## config.mk

```make
export PLATFORM = sky130hd
export DESIGN_NAME = fract_mul_seq
export DESIGN_NICKNAME = d
export VERILOG_FILES = /design/src/rtl/mbm_pkg.sv /design/src/rtl/fract_add7.sv /design/src/rtl/fract_mul_seq.sv
export SDC_FILE = /design/constraint.sdc
export NUM_CORES = 1
export LEC_CHECK = 0
export ABC_CLOCK_PERIOD_IN_PS = 3900
export CELL_PAD_IN_SITES_DETAIL_PLACEMENT = 1
export CELL_PAD_IN_SITES_GLOBAL_PLACEMENT = 1
export CORE_MARGIN = 10
export CORE_UTILIZATION = 30
export DETAILED_ROUTE_END_ITERATION = 10
export PLACE_DENSITY_LB_ADDON = 0.1
export SETUP_SLACK_MARGIN = 0.5
export SYNTH_ARGS = -nofsm -noshare
export SYNTH_HDL_FRONTEND = slang
export SYNTH_SLANG_ARGS = --single-unit
```

## constraint.sdc

```tcl
create_clock -name clk -period 3.9 [get_ports clk]
set_clock_uncertainty 0.1 [all_clocks]
set_input_delay 0.78 -clock clk [delete_from_list [all_inputs] [get_ports clk]]
set_output_delay 0.78 -clock clk [all_outputs]
set_load 0.005 [all_outputs]
```

## src/rtl/mbm_pkg.sv

```systemverilog
// Shared constants and FSM state type for the sequential fractional multiplier.
package mbm_pkg;

    localparam int FRACT_W = 7;
    localparam int PROD_W  = 14;

    // Index of the final RUN iteration (7 iterations: 0..6).
    localparam logic [2:0] ITER_LAST = 3'd6;

    typedef enum logic [1:0] {
        ST_IDLE  = 2'd0,
        ST_RUN   = 2'd1,
        ST_ROUND = 2'd2,
        ST_DONE  = 2'd3
    } state_t;

endpackage

```

## src/rtl/fract_add7.sv

```systemverilog
// 7-bit ripple-carry adder with carry in/out; purely combinational.
module fract_add7
    import mbm_pkg::*;
(
    input  logic [FRACT_W-1:0] i_a,
    input  logic [FRACT_W-1:0] i_b,
    input  logic               i_cin,
    output logic [FRACT_W-1:0] o_sum,
    output logic               o_cout
);

    logic [FRACT_W:0] w_carry;

    // Ripple the carry bit by bit from i_cin up to the carry out.
    always_comb begin
        w_carry    = {(FRACT_W+1){1'b0}};
        o_sum      = {FRACT_W{1'b0}};
        w_carry[0] = i_cin;
        for (int k = 0; k < FRACT_W; k++) begin
            o_sum[k]     = i_a[k] ^ i_b[k] ^ w_carry[k];
            w_carry[k+1] = (i_a[k] & i_b[k]) | (w_carry[k] & (i_a[k] ^ i_b[k]));
        end
    end

    assign o_cout = w_carry[FRACT_W];

endmodule

```

## src/rtl/fract_mul_seq.sv

```systemverilog
// Sequential shift-add multiplier of two unsigned Q0.7 fractions.
// Optional feature macro: MBM_BIAS_COMP_EN adds a ROUND state that rounds
// the reduced Q0.7 result half-up instead of truncating it.
module fract_mul_seq
    import mbm_pkg::*;
(
    input  logic               clk,
    input  logic               rst,
    input  logic               start,
    input  logic [FRACT_W-1:0] a,
    input  logic [FRACT_W-1:0] b,
    output logic               busy,
    output logic               done,
    output logic [PROD_W-1:0]  p_full,
    output logic [FRACT_W-1:0] p_trunc
);

    state_t               r_state;
    state_t               w_next_state;

    logic [FRACT_W-1:0]   r_mcand;
    logic [FRACT_W-1:0]   r_mplier;
    logic [FRACT_W-1:0]   r_acc;
    logic [2:0]           r_cnt;
`ifdef MBM_BIAS_COMP_EN
    logic [FRACT_W-1:0]   r_rnd;
`endif

    logic                 r_busy;
    logic                 r_done;
    logic [PROD_W-1:0]    r_p_full;
    logic [FRACT_W-1:0]   r_p_trunc;

    logic                 w_load;
    logic                 w_shift;
    logic                 w_round_we;
    logic                 w_capture;
    logic [FRACT_W-1:0]   w_add_a;
    logic [FRACT_W-1:0]   w_add_b;
    logic                 w_add_cin;
    logic [FRACT_W-1:0]   w_sum;
    logic                 w_cout;

    // The single adder, shared between partial-product accumulation and rounding.
    fract_add7 u_add (
        .i_a    (w_add_a),
        .i_b    (w_add_b),
        .i_cin  (w_add_cin),
        .o_sum  (w_sum),
        .o_cout (w_cout)
    );

    // State register.
    always_ff @(posedge clk or posedge rst) begin
        if (rst) begin
            r_state <= ST_IDLE;
        end else begin
            r_state <= w_next_state;
        end
    end

    // Next-state logic: start is only looked at in IDLE.
    always_comb begin
        w_next_state = r_state;
        case (r_state)
            ST_IDLE: begin
                if (start) begin
                    w_next_state = ST_RUN;
                end else begin
                    w_next_state = ST_IDLE;
                end
            end
            ST_RUN: begin
                if (r_cnt == ITER_LAST) begin
`ifdef MBM_BIAS_COMP_EN
                    w_next_state = ST_ROUND;
`else
                    w_next_state = ST_DONE;
`endif
                end else begin
                    w_next_state = ST_RUN;
                end
            end
`ifdef MBM_BIAS_COMP_EN
            ST_ROUND: w_next_state = ST_DONE;
`endif
            ST_DONE:  w_next_state = ST_IDLE;
            default:  w_next_state = ST_IDLE;
        endcase
    end

    // Per-state datapath controls and adder operand muxing.
    always_comb begin
        w_load     = 1'b0;
        w_shift    = 1'b0;
        w_round_we = 1'b0;
        w_capture  = 1'b0;
        w_add_a    = {FRACT_W{1'b0}};
        w_add_b    = {FRACT_W{1'b0}};
        w_add_cin  = 1'b0;
        case (r_state)
            ST_IDLE: begin
                w_load = start;
            end
            ST_RUN: begin
                w_shift = 1'b1;
                w_add_a = r_acc;
                if (r_mplier[0]) begin
                    w_add_b = r_mcand;
                end else begin
                    w_add_b = {FRACT_W{1'b0}};
                end
            end
`ifdef MBM_BIAS_COMP_EN
            ST_ROUND: begin
                // acc is p_full[13:7] and mplier[6] is p_full[6] here.
                w_round_we = 1'b1;
                w_add_a    = r_acc;
                w_add_cin  = r_mplier[6];
            end
`endif
            ST_DONE: begin
                w_capture = 1'b1;
            end
            default: begin
                w_load = 1'b0;
            end
        endcase
    end

    // Operand capture and shift-add iteration; after 7 shifts {acc,mplier} = a*b.
    always_ff @(posedge clk or posedge rst) begin
        if (rst) begin
            r_mcand  <= {FRACT_W{1'b0}};
            r_mplier <= {FRACT_W{1'b0}};
            r_acc    <= {FRACT_W{1'b0}};
            r_cnt    <= 3'd0;
        end else if (w_load) begin
            r_mcand  <= a;
            r_mplier <= b;
            r_acc    <= {FRACT_W{1'b0}};
            r_cnt    <= 3'd0;
        end else if (w_shift) begin
            {r_acc, r_mplier} <= {w_cout, w_sum, r_mplier[FRACT_W-1:1]};
            r_cnt             <= r_cnt + 3'd1;
        end else begin
            r_cnt <= r_cnt;
        end
    end

`ifdef MBM_BIAS_COMP_EN
    // Rounded high half; the ROUND carry out can never be set (max 126 + 1).
    always_ff @(posedge clk or posedge rst) begin
        if (rst) begin
            r_rnd <= {FRACT_W{1'b0}};
        end else if (w_round_we) begin
            r_rnd <= w_sum;
        end else begin
            r_rnd <= r_rnd;
        end
    end
`endif

    // Registered outputs: results latch on leaving DONE and hold until the next result.
    always_ff @(posedge clk or posedge rst) begin
        if (rst) begin
            r_busy    <= 1'b0;
            r_done    <= 1'b0;
            r_p_full  <= {PROD_W{1'b0}};
            r_p_trunc <= {FRACT_W{1'b0}};
        end else begin
            r_busy <= (w_next_state != ST_IDLE);
            r_done <= w_capture;
            if (w_capture) begin
                r_p_full <= {r_acc, r_mplier};
`ifdef MBM_BIAS_COMP_EN
                r_p_trunc <= r_rnd;
`else
                r_p_trunc <= r_acc;
`endif
            end else begin
                r_p_full  <= r_p_full;
                r_p_trunc <= r_p_trunc;
            end
        end
    end

    assign busy    = r_busy;
    assign done    = r_done;
    assign p_full  = r_p_full;
    assign p_trunc = r_p_trunc;

endmodule
```

; Yosys cells after proc, flatten, opt, wreduce, memory -nomap -nowiden
; Index checks and enable logic that the tools add are counted.
[totals]
ff_bits = 49
memories = 0
ram_bits = 0
out_inout_bits = 23
latchBits = 0
inputBits = 17
romBits = 0
[op_classes]
shifts = 0
bitwise_logic = 32
add_sub_neg = 1
magnitude_cmp = 0
muxes = 15
eq_ne = 3
n_reduce_logical = 3
div = 0
n_mul = 0
[ops]
columns = op, n
row1 = 7-bit 2-to-1 mux, 7
row2 = 1-bit AND, 13
row3 = 1-bit bitwise XOR, 13
row4 = 3-bit 2-to-1 mux, 2
row5 = 1-bit OR, 6
row6 = 1-bit 2-to-1 mux, 4
row7 = 2-bit case mux with 2 select lines, 1
row8 = 2-bit nonzero test, 2
row9 = "3-bit by 1-bit adder with 3-bit output, second input constant", 1
row10 = "3-bit == test, second input constant", 1
row11 = "2-bit by 1-bit == test with 1-bit output, second input constant", 1
row12 = "2-bit == test, second input constant", 1
row13 = 2-bit logical NOT, 1
row14 = 2-bit 2-to-1 mux, 1

; Longest topological paths before layout
; Gate-level depths: netlist of the first run.
[depth]
depth_word = 17
depth_mapped = 14

; Hierarchy
; From an unflattened synthesis of the first run, not the netlist that was laid out.
[hier_totals]
cells_unflattened = 167
hier_area_um2 = 2013.2
[modules_own_cells]
columns = module, cells_each, area_each_um2, instances
row1 = fract_mul_seq, 150, 1835.5, 1
row2 = fract_add7, 17, 177.7, 1

; Least setup slack after synthesis of the first run
; No wires, ideal clock.
[synth_path]
path_type = register to register
start = register r_state[0]
end = register r_acc[5]
n_path_buf = 3
setup_slack_ns = 0.422
path_stages_with_launch = 15
synth_period_minus_slack_ns = 3.478
arrival_ns = 3.300
cell_sequence = dfrtp_1 buf_4 nor2b_1 buf_2 buf_2 and2_1 ha_1 fa_1 fa_1 fa_1 inv_1 fa_1 fa_1 fa_1 o2bb2ai_1
[synth_between]
elab_chain_cells = 16
elab_cells_between_ends = 32
[synth_lines]
columns = element, line
row1 = from (decl), fract_mul_seq.sv:18  ; state_t r_state;
row2 = from (signal assigned), fract_mul_seq.sv:58  ; r_state <= w_next_state;
row3 = 2-bit by 1-bit == test with 1-bit output, fract_mul_seq.sv:101  ; case (r_state)
row4 = 7-bit 2-to-1 mux, fract_mul_seq.sv:101
row5 = 1-bit AND or 1-bit bitwise XOR (tied branches), fract_add7.sv:21  ; w_carry[k+1] = (i_a[k] & i_b[k]) | (w_carry[k] & (i_a[k] ^ i_b[k]));
row6 = 1-bit AND, fract_add7.sv:21
row7 = 1-bit OR, fract_add7.sv:21
row8 = 1-bit AND, fract_add7.sv:21
row9 = 1-bit OR, fract_add7.sv:21
row10 = 1-bit AND, fract_add7.sv:21
row11 = 1-bit OR, fract_add7.sv:21
row12 = 1-bit AND, fract_add7.sv:21
row13 = 1-bit OR, fract_add7.sv:21
row14 = 1-bit AND, fract_add7.sv:21
row15 = 1-bit OR, fract_add7.sv:21
row16 = 1-bit bitwise XOR, fract_add7.sv:20  ; o_sum[k] = i_a[k] ^ i_b[k] ^ w_carry[k];
row17 = 7-bit 2-to-1 mux, fract_mul_seq.sv:143  ; end else if (w_shift) begin
row18 = 7-bit 2-to-1 mux, fract_mul_seq.sv:138  ; end else if (w_load) begin
row19 = to (signal assigned), fract_mul_seq.sv:136  ; r_acc <= {FRACT_W{1'b0}};
row20 = to (signal assigned), fract_mul_seq.sv:141  ; r_acc <= {FRACT_W{1'b0}};
row21 = to (signal assigned), fract_mul_seq.sv:144  ; {r_acc, r_mplier} <= {w_cout, w_sum, r_mplier[FRACT_W-1:1]};
row22 = to (decl), fract_mul_seq.sv:23  ; logic [FRACT_W-1:0] r_acc;
; Several ways; a longest one is shown, not always the timed one. The select of a mux whose other input is x is not followed.
; A chain may end at the register's enable or synchronous reset.

; Final worst setup path of the first run
; Same ends and word-level chain as after synthesis.

==> run_results.csv, run 1 <==
group,metric,value,unit
global_routing,grtUsageTotal,0.0945,
synthesis,synth_nets,177,
floorplan,start_util,0.311,
final_layout,area_growth,27.0,%
synthesis,syn-cell-area,1980,sq um
critical_path,arrival,3.44,ns
synthesis,avgSynthCellArea,13.1,sq um
placed_design,dpl_cell_area,2410,sq um
timing,fmax,301,MHz
clock_network,clk_path_buf_depth,2,
timing,rsz0062_at_grt,"true",
routing,drc_errors,0,
placed_design,place.gp.congestion,0.754,
clock_network,numCtsBuffers,5,
critical_path,cp_data_required_time,4.02,ns
routing,routed_wl,4690,microns
clock_network,clk_pin_slew,0.08,ns
clock_network,clock_latency,0.29,ns
clock_network,cts_root_buffer,"clkbuf_8",
timing,maxSlewViolCount,0,
final_layout,layout_commonest_cell,"dfrtp_1",
clock_network,cts_sinks,42,
global_routing,grt_max_degree,26,
critical_path,reg2reg_setup_slack,0.57,ns
routing,vias_per_cell,4.85,
min_path,hold_start,"r_mcand[6]",
timing,max_slew.worst_pin.slew,0.653,ns
flow_run,maxCapViolations,0,
critical_path,end_kind,"flop",
final_layout,fin_area,2520,sq um
timing,setup-tns-final,0,ns
floorplan,die_x,101,microns
floorplan,die_y,101,microns
outcome,status,"complete, no violations",
synthesis,yosysTopAreaCell,"dfrtp_1",
critical_path,r2r-start,"r_state[0]",
critical_path,startpoint,"r_state[0]",
synthesis,synth-seq-area-share,0.530,
routing,via_count,1284,
power,p_leak,0.00108,uW
final_layout,ff_latch_area,1050,sq um
final_layout,fill_cells,672,
floorplan,rows,29,
critical_path,crit_type,"reg -> reg",
power,power_density,854,nW/um^2
placed_design,dp_hpwl,3550,microns
final_layout,n_antenna_cell,0,
clock_network,cts_tree,"built",
timing,period_minus_slack,3.33,ns
global_routing,gr-total-overflow,0,
synthesis,yosysWarnings,0,
timing,hold_viol,0,
global_routing,grt_pass1_wl,7650,microns
timing,period_share,0.853,
routing,drtAntennaViolNets,0,
synthesis,yosysTopAreaCellShare,0.530,
critical_path,cp-start-kind,"flop",
routing,first_iter_violations,48,
timing,setup_viol,0,
clock_network,h-tree-depth,2,
routing,dr.pass1.iters,3,
floorplan,ios,40,
global_routing,grt_pass1_vias,1461,
routing,routedWlPerCell,17.7,microns
floorplan,coreArea,6390,sq um
power,ir_worst_vdd,0.272,mV
placed_design,port_buffers,39,
final_layout,multi_input_area,803,sq um
synthesis,synth_seq_cells,42,
min_path,hp-class,"reg -> reg",
global_routing,grt_antenna_before_repair,0,
timing,relSlewSlack,0.562,
final_layout,drive_above_1_share,0.223,
synthesis,yosys-top-cells-area,"dfrtp_1 53%, mux2_2 12%, fa_1 6.1%",
final_layout,finalNetCount,213,
synthesis,netlist_instances,151,
floorplan,die-area,10300,sq um
final_layout,layout_common_cells,"42 x dfrtp_1, 39 x clkdlybuf4s50_1, 21 x mux2_2",
synthesis,synth_cell_type_count,30,
critical_path,critPathMaxFanout,17,
-- synthesized netlist by cell type --
cell,n
mux2i_1,1
o2bb2ai_1,5
buf_2,5
nor2_1,3
nor2b_1,2
and3_1,5
clkbuf_1,1
nor3b_1,3
buf_6,1
nor4b_1,6
o221a_2,1
a221oi_1,3
and3b_1,1
buf_4,8
ha_1,3
nand2b_1,1
or4b_1,1
o21bai_2,1
fa_1,6
nand2_1,3
a22o_1,3
and2_1,4
nand3_1,3
a211oi_1,3
mux2_2,21
nand2_2,1
a221o_1,1
nor3b_4,1
inv_1,12
dfrtp_1,42
-- sequential cells by signal, summed over array words and instances (netlist names) --
| signal | count |
|---|---|
| busy | 1 |
| done | 1 |
| p_full | 14 |
| r_acc | 7 |
| r_cnt | 3 |
| r_mcand | 7 |
| r_mplier | 7 |
| r_state | 2 |
-- worst max-delay path: stages (launching register included) --
cell and delay, ns:
dfrtp_1 0.37, nor2b_2 0.17, buf_6 0.15, and3_1 0.18, ha_1 0.21, fa_2 0.36
fa_2 0.35, fa_1 0.36, inv_1 0.07, fa_1 0.18, fa_2 0.20, fa_1 0.42
o2bb2ai_2 0.13
-- final cells by class --
cell class | instances | area share
Multi-Input combinational cell | 82 | 0.319
Inverter | 12 | 0.0179
Timing Repair Buffer | 44 | 0.171
Clock buffer | 7 | 0.0343
Tap cell | 77 | 0.0383
Clock inverter | 1 | 0.00199
Sequential cell | 42 | 0.417
-- worst paths after layout --
path / to / cells past startpoint
max in group asynchronous: r_mcand[0] / 3
setup reg to reg: r_acc[5] / 12
min in group asynchronous: done / 2
hold / removal: r_mcand[6] / 1
hold reg to reg: r_mcand[6] / 1
setup / recovery: r_acc[5] / 12
-- routing by layer --
layer | global-route usage | wire [microns] | vias up
met4 | 0.0386 | 29 | 0
met3 | 0.0252 | 193 | 2
met5 | 0 | 0 | -
li1 | - | - | 590
met2 | 0.161 | 2460 | 24
met1 | 0.110 | 2010 | 668
-- repair_timing --
action	in CTS	in global routing
setup endpoints to repair	0	2
hold buffers	0	0
resized for setup	0	4
buffers inserted	0	0
-- per-stage QoR --
step	hold WS (ns)	util	cells	total power, uW	setup slack [ns]
after floorplan	0.366	-	151	1470	0.507
after global placement	0.388	0.378	257	1810	0.700
after detailed placement	0.406	0.378	257	1880	0.526
after CTS	0.426	0.392	265	2180	0.510
after global routing	0.436	0.394	265	2340	0.465
final	0.420	0.394	265	2150	0.575
-- where the power goes --
| part | leakage (uW) | switching [uW] | internal, uW | total [uW] |
|---|---|---|---|---|
| sequential | 0.000508 | 151 | 654 | 804 |
| combinational | 0.000524 | 464 | 595 | 1060 |
| clock | 0.0000482 | 146 | 143 | 289 |
-- cell families after synthesis --
family | Yosys count | share of synthesized area
flops | 42 | 0.530
simple gates | 34 | 0.117
buf+inv | 27 | 0.0732
mux | 22 | 0.124
compound gates | 17 | 0.0763
fa+ha+maj | 9 | 0.0795
No activity file was read; power rests on OpenSTA's default activity.
==> inputs of run 2 (changes only) <==
--- a/config.mk
+++ b/config.mk
@@ -8,6 +8,7 @@
 export ABC_CLOCK_PERIOD_IN_PS = 3900
 export CELL_PAD_IN_SITES_DETAIL_PLACEMENT = 1
 export CELL_PAD_IN_SITES_GLOBAL_PLACEMENT = 1
+export CORE_ASPECT_RATIO = 1.1
 export CORE_MARGIN = 10
 export CORE_UTILIZATION = 30
 export DETAILED_ROUTE_END_ITERATION = 10
==> run_results.csv, run 2 (synthesized netlist as in run 1, its figures left out) <==
group,metric,value,unit
outcome,status,"complete, no violations",
global_routing,grt_antenna_before_repair,0,
routing,vias_per_cell,4.83,
clock_network,cts_root_buffer,"clkbuf_8",
final_layout,n_antenna_cell,0,
critical_path,cp-endpoint,"r_acc[5]",
critical_path,crit_type,"reg -> reg",
timing,timing.hold.ws,0.416,ns
critical_path,end_kind,"flop",
timing,hold_viol,0,
critical_path,arrival,3.21,ns
timing,maxSlewViolCount,0,
clock_network,clk_path_buf_depth,2,
min_path,hp-class,"reg -> reg",
critical_path,r2r_end,"r_acc[5]",
floorplan,start_util,0.304,
final_layout,layout_commonest_cell,"dfrtp_1",
placed_design,dp_hpwl,3290,microns
timing,period_minus_slack,3.14,ns
clock_network,clock_latency,0.29,ns
routing,via_count,1305,
final_layout,fin_cells,270,
critical_path,reg2regPathDepth,11,
global_routing,grt_pass1_wl,7650,microns
critical_path,reg2reg_setup_slack,0.76,ns
clock_network,cts_hold_buf,0,
final_layout,largest_register_ffs,14,
critical_path,critPathMaxFanout,12,
power,power_density,856,nW/um^2
global_routing,grt_pass1_vias,1476,
timing,relSlewSlack,0.642,
flow_run,maxCapViolations,0,
clock_network,h-tree-depth,2,
clock_network,numCtsBuffers,5,
critical_path,cp_data_required_time,3.98,ns
timing,max_slew.worst_pin.slew,0.538,ns
timing,setup-tns-final,0,ns
critical_path,cp-start-kind,"flop",
timing,fmax,319,MHz
placed_design,dp.cells,262,
floorplan,die_y,105,microns
floorplan,die_x,97.5,microns
final_layout,area_growth,27.8,%
clock_network,cts_tree,"built",
clock_network,clk_pin_slew,0.08,ns
routing,first_iter_violations,48,
final_layout,fin_util,0.389,
timing,setup_viol,0,
clock_network,cts_sinks,42,
final_layout,drive_above_1_share,0.218,
placed_design,port_buffers,39,
routing,dr.pass1.iters,4,
placed_design,place.gp.congestion,0.711,
global_routing,grtUsageTotal,0.0898,
timing,rsz0062_at_grt,"false",
critical_path,r2r-start,"r_state[1]",
timing,period_share,0.804,
routing,drtAntennaViolNets,0,
floorplan,rows,31,
routing,routed_wl,4460,microns
floorplan,die-area,10300,sq um
floorplan,ios,40,
power,p_leak,0.00109,uW
global_routing,grt_max_degree,43,
final_layout,finalNetCount,213,
critical_path,startpoint,"r_state[1]",
final_layout,layout_common_cells,"42 x dfrtp_1, 39 x clkdlybuf4s50_1, 21 x mux2_2",
routing,drc_errors,0,
routing,routedWlPerCell,16.5,microns
power,ir_worst_vdd,0.251,mV
global_routing,gr-total-overflow,0,
floorplan,coreArea,6520,sq um
## run 2: area by class of cell
class | count | area [sq um]
Clock buffer | 5 | 68.8
Sequential cell | 42 | 1050
Timing Repair Buffer | 44 | 428
Inverter | 12 | 45.0
Tap cell | 82 | 103
Multi-Input combinational cell | 82 | 800
Fill cell | 704 | 3980
Clock inverter | 3 | 40.0
## run 2: worst max-delay path, stage by stage (launching register included)
cell       delay [ns]
dfrtp_1          0.41
nor2b_4          0.24
and3_1           0.19
ha_1             0.16
fa_2             0.20
fa_2             0.19
fa_1             0.16
inv_1            0.05
fa_1             0.37
fa_1             0.40
fa_1             0.50
o2bb2ai_1        0.06
## run 2: how the worst min path moves through the flow
stage | startpoint | end | slack, ns | depth (start not counted)
6_report | p_full[1] | p_full[1] | 0.42 | 1
5_1_grt | p_full[3] | p_full[3] | 0.44 | 1
2_1_floorplan | r_acc[3] | r_acc[3] | 0.37 | 1
3_3_place_gp | p_full[1] | p_full[1] | 0.39 | 1
3_5_place_dp | p_full[1] | p_full[1] | 0.40 | 1
4_1_cts | p_full[1] | p_full[1] | 0.42 | 1
## run 2: power breakdown
| group | internal (uW) | leakage [uW] | switching (uW) |
|---|---|---|---|
| Combinational | 585 | 0.000527 | 443 |
| Clock | 188 | 0.0000579 | 152 |
| Sequential | 654 | 0.000508 | 148 |
## run 2: metrics by stage
| step | cell area, sq um | setup WS, ns | total power (uW) |
|---|---|---|---|
| floorplan | 1990 | 0.507 | 1470 |
| global placement | 2420 | 0.566 | 1810 |
| detailed placement | 2420 | 0.438 | 1860 |
| CTS | 2530 | 0.640 | 2220 |
| global route | 2530 | 0.621 | 2360 |
| finish | 2530 | 0.764 | 2170 |
## run 2: per-layer routing
metal | global-route usage | routed length (microns)
met1 | 0.103 | 1960
met2 | 0.150 | 2190
met3 | 0.0340 | 247
met4 | 0.0312 | 60
met5 | 0 | 0
## run 2: timing repair
action | CTS | global route
gates cloned | 0 | 0
hold endpoints to repair | 0 | 0
endpoints found under the setup margin | 1 | 1
resized for setup | 1 | 1
setup buffers | 0 | 0
==> inputs of run 3 (changes only) <==
--- a/config.mk
+++ b/config.mk
@@ -5,7 +5,7 @@
 export SDC_FILE = /design/constraint.sdc
 export NUM_CORES = 1
 export LEC_CHECK = 0
-export ABC_CLOCK_PERIOD_IN_PS = 3900
+export ABC_CLOCK_PERIOD_IN_PS = 2600
 export CELL_PAD_IN_SITES_DETAIL_PLACEMENT = 1
 export CELL_PAD_IN_SITES_GLOBAL_PLACEMENT = 1
 export CORE_ASPECT_RATIO = 1.1
==> constraint.sdc (replaced) <==
create_clock -name clk -period 2.6 [get_ports clk]
set_clock_uncertainty 0.1 [all_clocks]
set_input_delay 0.52 -clock clk [delete_from_list [all_inputs] [get_ports clk]]
set_output_delay 0.52 -clock clk [all_outputs]
set_load 0.005 [all_outputs]
==> run_results.csv, run 3 (synthesized netlist as in run 1, its figures left out) <==
group,metric,value,unit
floorplan,die_y,105,microns
timing,max_slew.worst_pin.slew,0.534,ns
clock_network,cts_root_buffer,"clkbuf_8",
routing,vias_per_cell,4.78,
power,ir_worst_vdd,0.397,mV
floorplan,ios,40,
final_layout,fill_cells,700,
global_routing,grtUsageMet1,0.0937,
routing,first_iter_violations,41,
clock_network,clock_latency,0.28,ns
final_layout,finalNetCount,221,
final_layout,fin_cells,276,
clock_network,h-tree-depth,2,
routing,dr.pass1.iters,4,
routing,drtAntennaViolNets,0,
power,power_density,1280,nW/um^2
critical_path,crit_type,"reg -> reg",
timing,period_share,1.17,
critical_path,critPathSlowestCell,"fa_1",
clock_network,cts_sinks,42,
floorplan,start_util,0.304,
routing,routed_wl,4380,microns
clock_network,clk_path_buf_depth,2,
critical_path,arrival,3.15,ns
global_routing,grt_pass1_wl,7350,microns
clock_network,cts_tree,"built",
clock_network,cts_hold_buf,0,
timing,setup-tns-final,-1.06,ns
placed_design,dp_hpwl,3270,microns
final_layout,layout_common_cells,"42 x dfrtp_1, 39 x clkdlybuf4s50_1, 21 x mux2_2",
global_routing,globalRoute.busiestLayer,"met2",
final_layout,area_growth,31.7,%
floorplan,die_x,97.5,microns
routing,routedWlPerCell,15.9,microns
critical_path,cp_cell_sequence,"nor2b_4 -> and3_4 -> ha_4 -> fa_2 -> fa_2 -> fa_2 -> inv_2 -> fa_2 -> fa_1 -> fa_1 -> o2bb2ai_2",
global_routing,grtUsageTotal,0.0871,
min_path,hp-class,"reg -> reg",
critical_path,cp-start-kind,"flop",
clock_network,numCtsBuffers,5,
critical_path,critPathMaxFanout,4,
global_routing,grt_max_degree,43,
global_routing,grt.met2_usage,0.154,
timing,relSlewSlack,0.644,
critical_path,crit_path_frequent_cell,"fa_2",
clock_network,clk_pin_slew,0.07,ns
floorplan,die-area,10300,sq um
global_routing,grt_pass1_vias,1444,
outcome,violations,"setup timing",
global_routing,gr-total-overflow,0,
critical_path,end_kind,"flop",
critical_path,cp_top_family,"adder cells",
final_layout,fin_util,0.401,
critical_path,cpPeakStageDelay,0.42,ns
final_layout,drive_above_1_share,0.289,
timing,maxSlewViolCount,0,
critical_path,cp_data_required_time,2.71,ns
final_layout,n_antenna_cell,0,
floorplan,coreArea,6520,sq um
final_layout,layout_commonest_cell,"dfrtp_1",
timing,hold_viol,0,
timing,setup_viol,4,
global_routing,grt_antenna_before_repair,0,
flow_run,maxCapViolations,0,
outcome,status,"complete, but fails checks",
timing,fmax,330,MHz
floorplan,rows,31,
routing,drc_errors,0,
placed_design,port_buffers,39,
final_layout,largest_register_ffs,14,
placed_design,place.gp.congestion,0.682,
critical_path,cp_num_buf_inv,1,
timing,period_minus_slack,3.03,ns
placed_design,dp.cells,268,
timing,rsz0062_at_grt,"true",
timing,setup_slack,-0.434,ns
routing,via_count,1318,
power,p_leak,0.00112,uW
global_routing,use_met3,0.0307,
==> run 3: changes by cell type in the layout (fill, tap and decap cells not counted), moves of 2 or more <==
cell and change:
buf_4 +7, and2_1 -2, and2_4 +2, and3_1 -2, and3_4 +2, clkinv_2 -2
fa_1 -2, fa_2 +2
==> run 3: timing repair <==
item,4_1_cts,5_1_grt
endpoints found under the setup margin,6,5
gates resized for setup,6,1
pin swaps,2,0
buffers inserted,1,1
==> run 3: through the flow <==
| stage | total power, uW | cell area [sq um] | hold slack, ns | setup slack, ns |
|---|---|---|---|---|
| 2_1_floorplan | 2270 | 2020 | 0.366 | -0.674 |
| 3_3_place_gp | 2820 | 2480 | 0.388 | -0.392 |
| 3_5_place_dp | 2910 | 2480 | 0.394 | -0.513 |
| 4_1_cts | 3390 | 2600 | 0.411 | -0.442 |
| 5_1_grt | 3650 | 2610 | 0.434 | -0.526 |
| 6_report | 3330 | 2610 | 0.407 | -0.434 |
==> run 3: report_power, final <==
part           switching [uW]  internal [uW]  leakage [uW]
sequential                203            981      0.000508
clock                     202            205     0.0000431
combinational             720           1020      0.000571
==> run 3: routing by layer <==
| layer | part of all wire | vias to the layer above |
|---|---|---|
| met5 | 0 | - |
| met4 | 0.011 | 0 |
| met1 | 0.40 | 682 |
| li1 | - | 608 |
| met3 | 0.049 | 4 |
| met2 | 0.54 | 24 |
==> run 3: final cells by class <==
class,count,area [sq um],area share
Sequential cell,42,1050,0.402
Multi-Input combinational cell,82,838,0.321
Timing Repair Buffer,52,492,0.188
Tap cell,82,103,0.0393
Clock buffer,6,82.6,0.0316
Inverter,12,45.0,0.0172
==> run 3: worst paths after layout <==
| path | start | to | slack, ns | cells past startpoint |
|---|---|---|---|---|
| max | r_state[0] | r_acc[5] | -0.43 | 11 |
| min | p_full[3] | p_full[3] | 0.41 | 1 |
| max reg2reg | r_state[0] | r_acc[5] | -0.43 | 11 |
| min reg2reg | p_full[3] | p_full[3] | 0.41 | 1 |
| max in group asynchronous | rst | r_state[0] | 1.46 | 3 |
| min in group asynchronous | rst | busy | 0.58 | 3 |
==> run 3: worst register-to-register path: stages, from the launching register on <==
cell	delay, ns
dfrtp_1	0.40
nor2b_4	0.15
and3_4	0.19
ha_4	0.15
fa_2	0.34
fa_2	0.34
fa_2	0.34
inv_2	0.06
fa_2	0.18
fa_1	0.18
fa_1	0.42
o2bb2ai_2	0.13
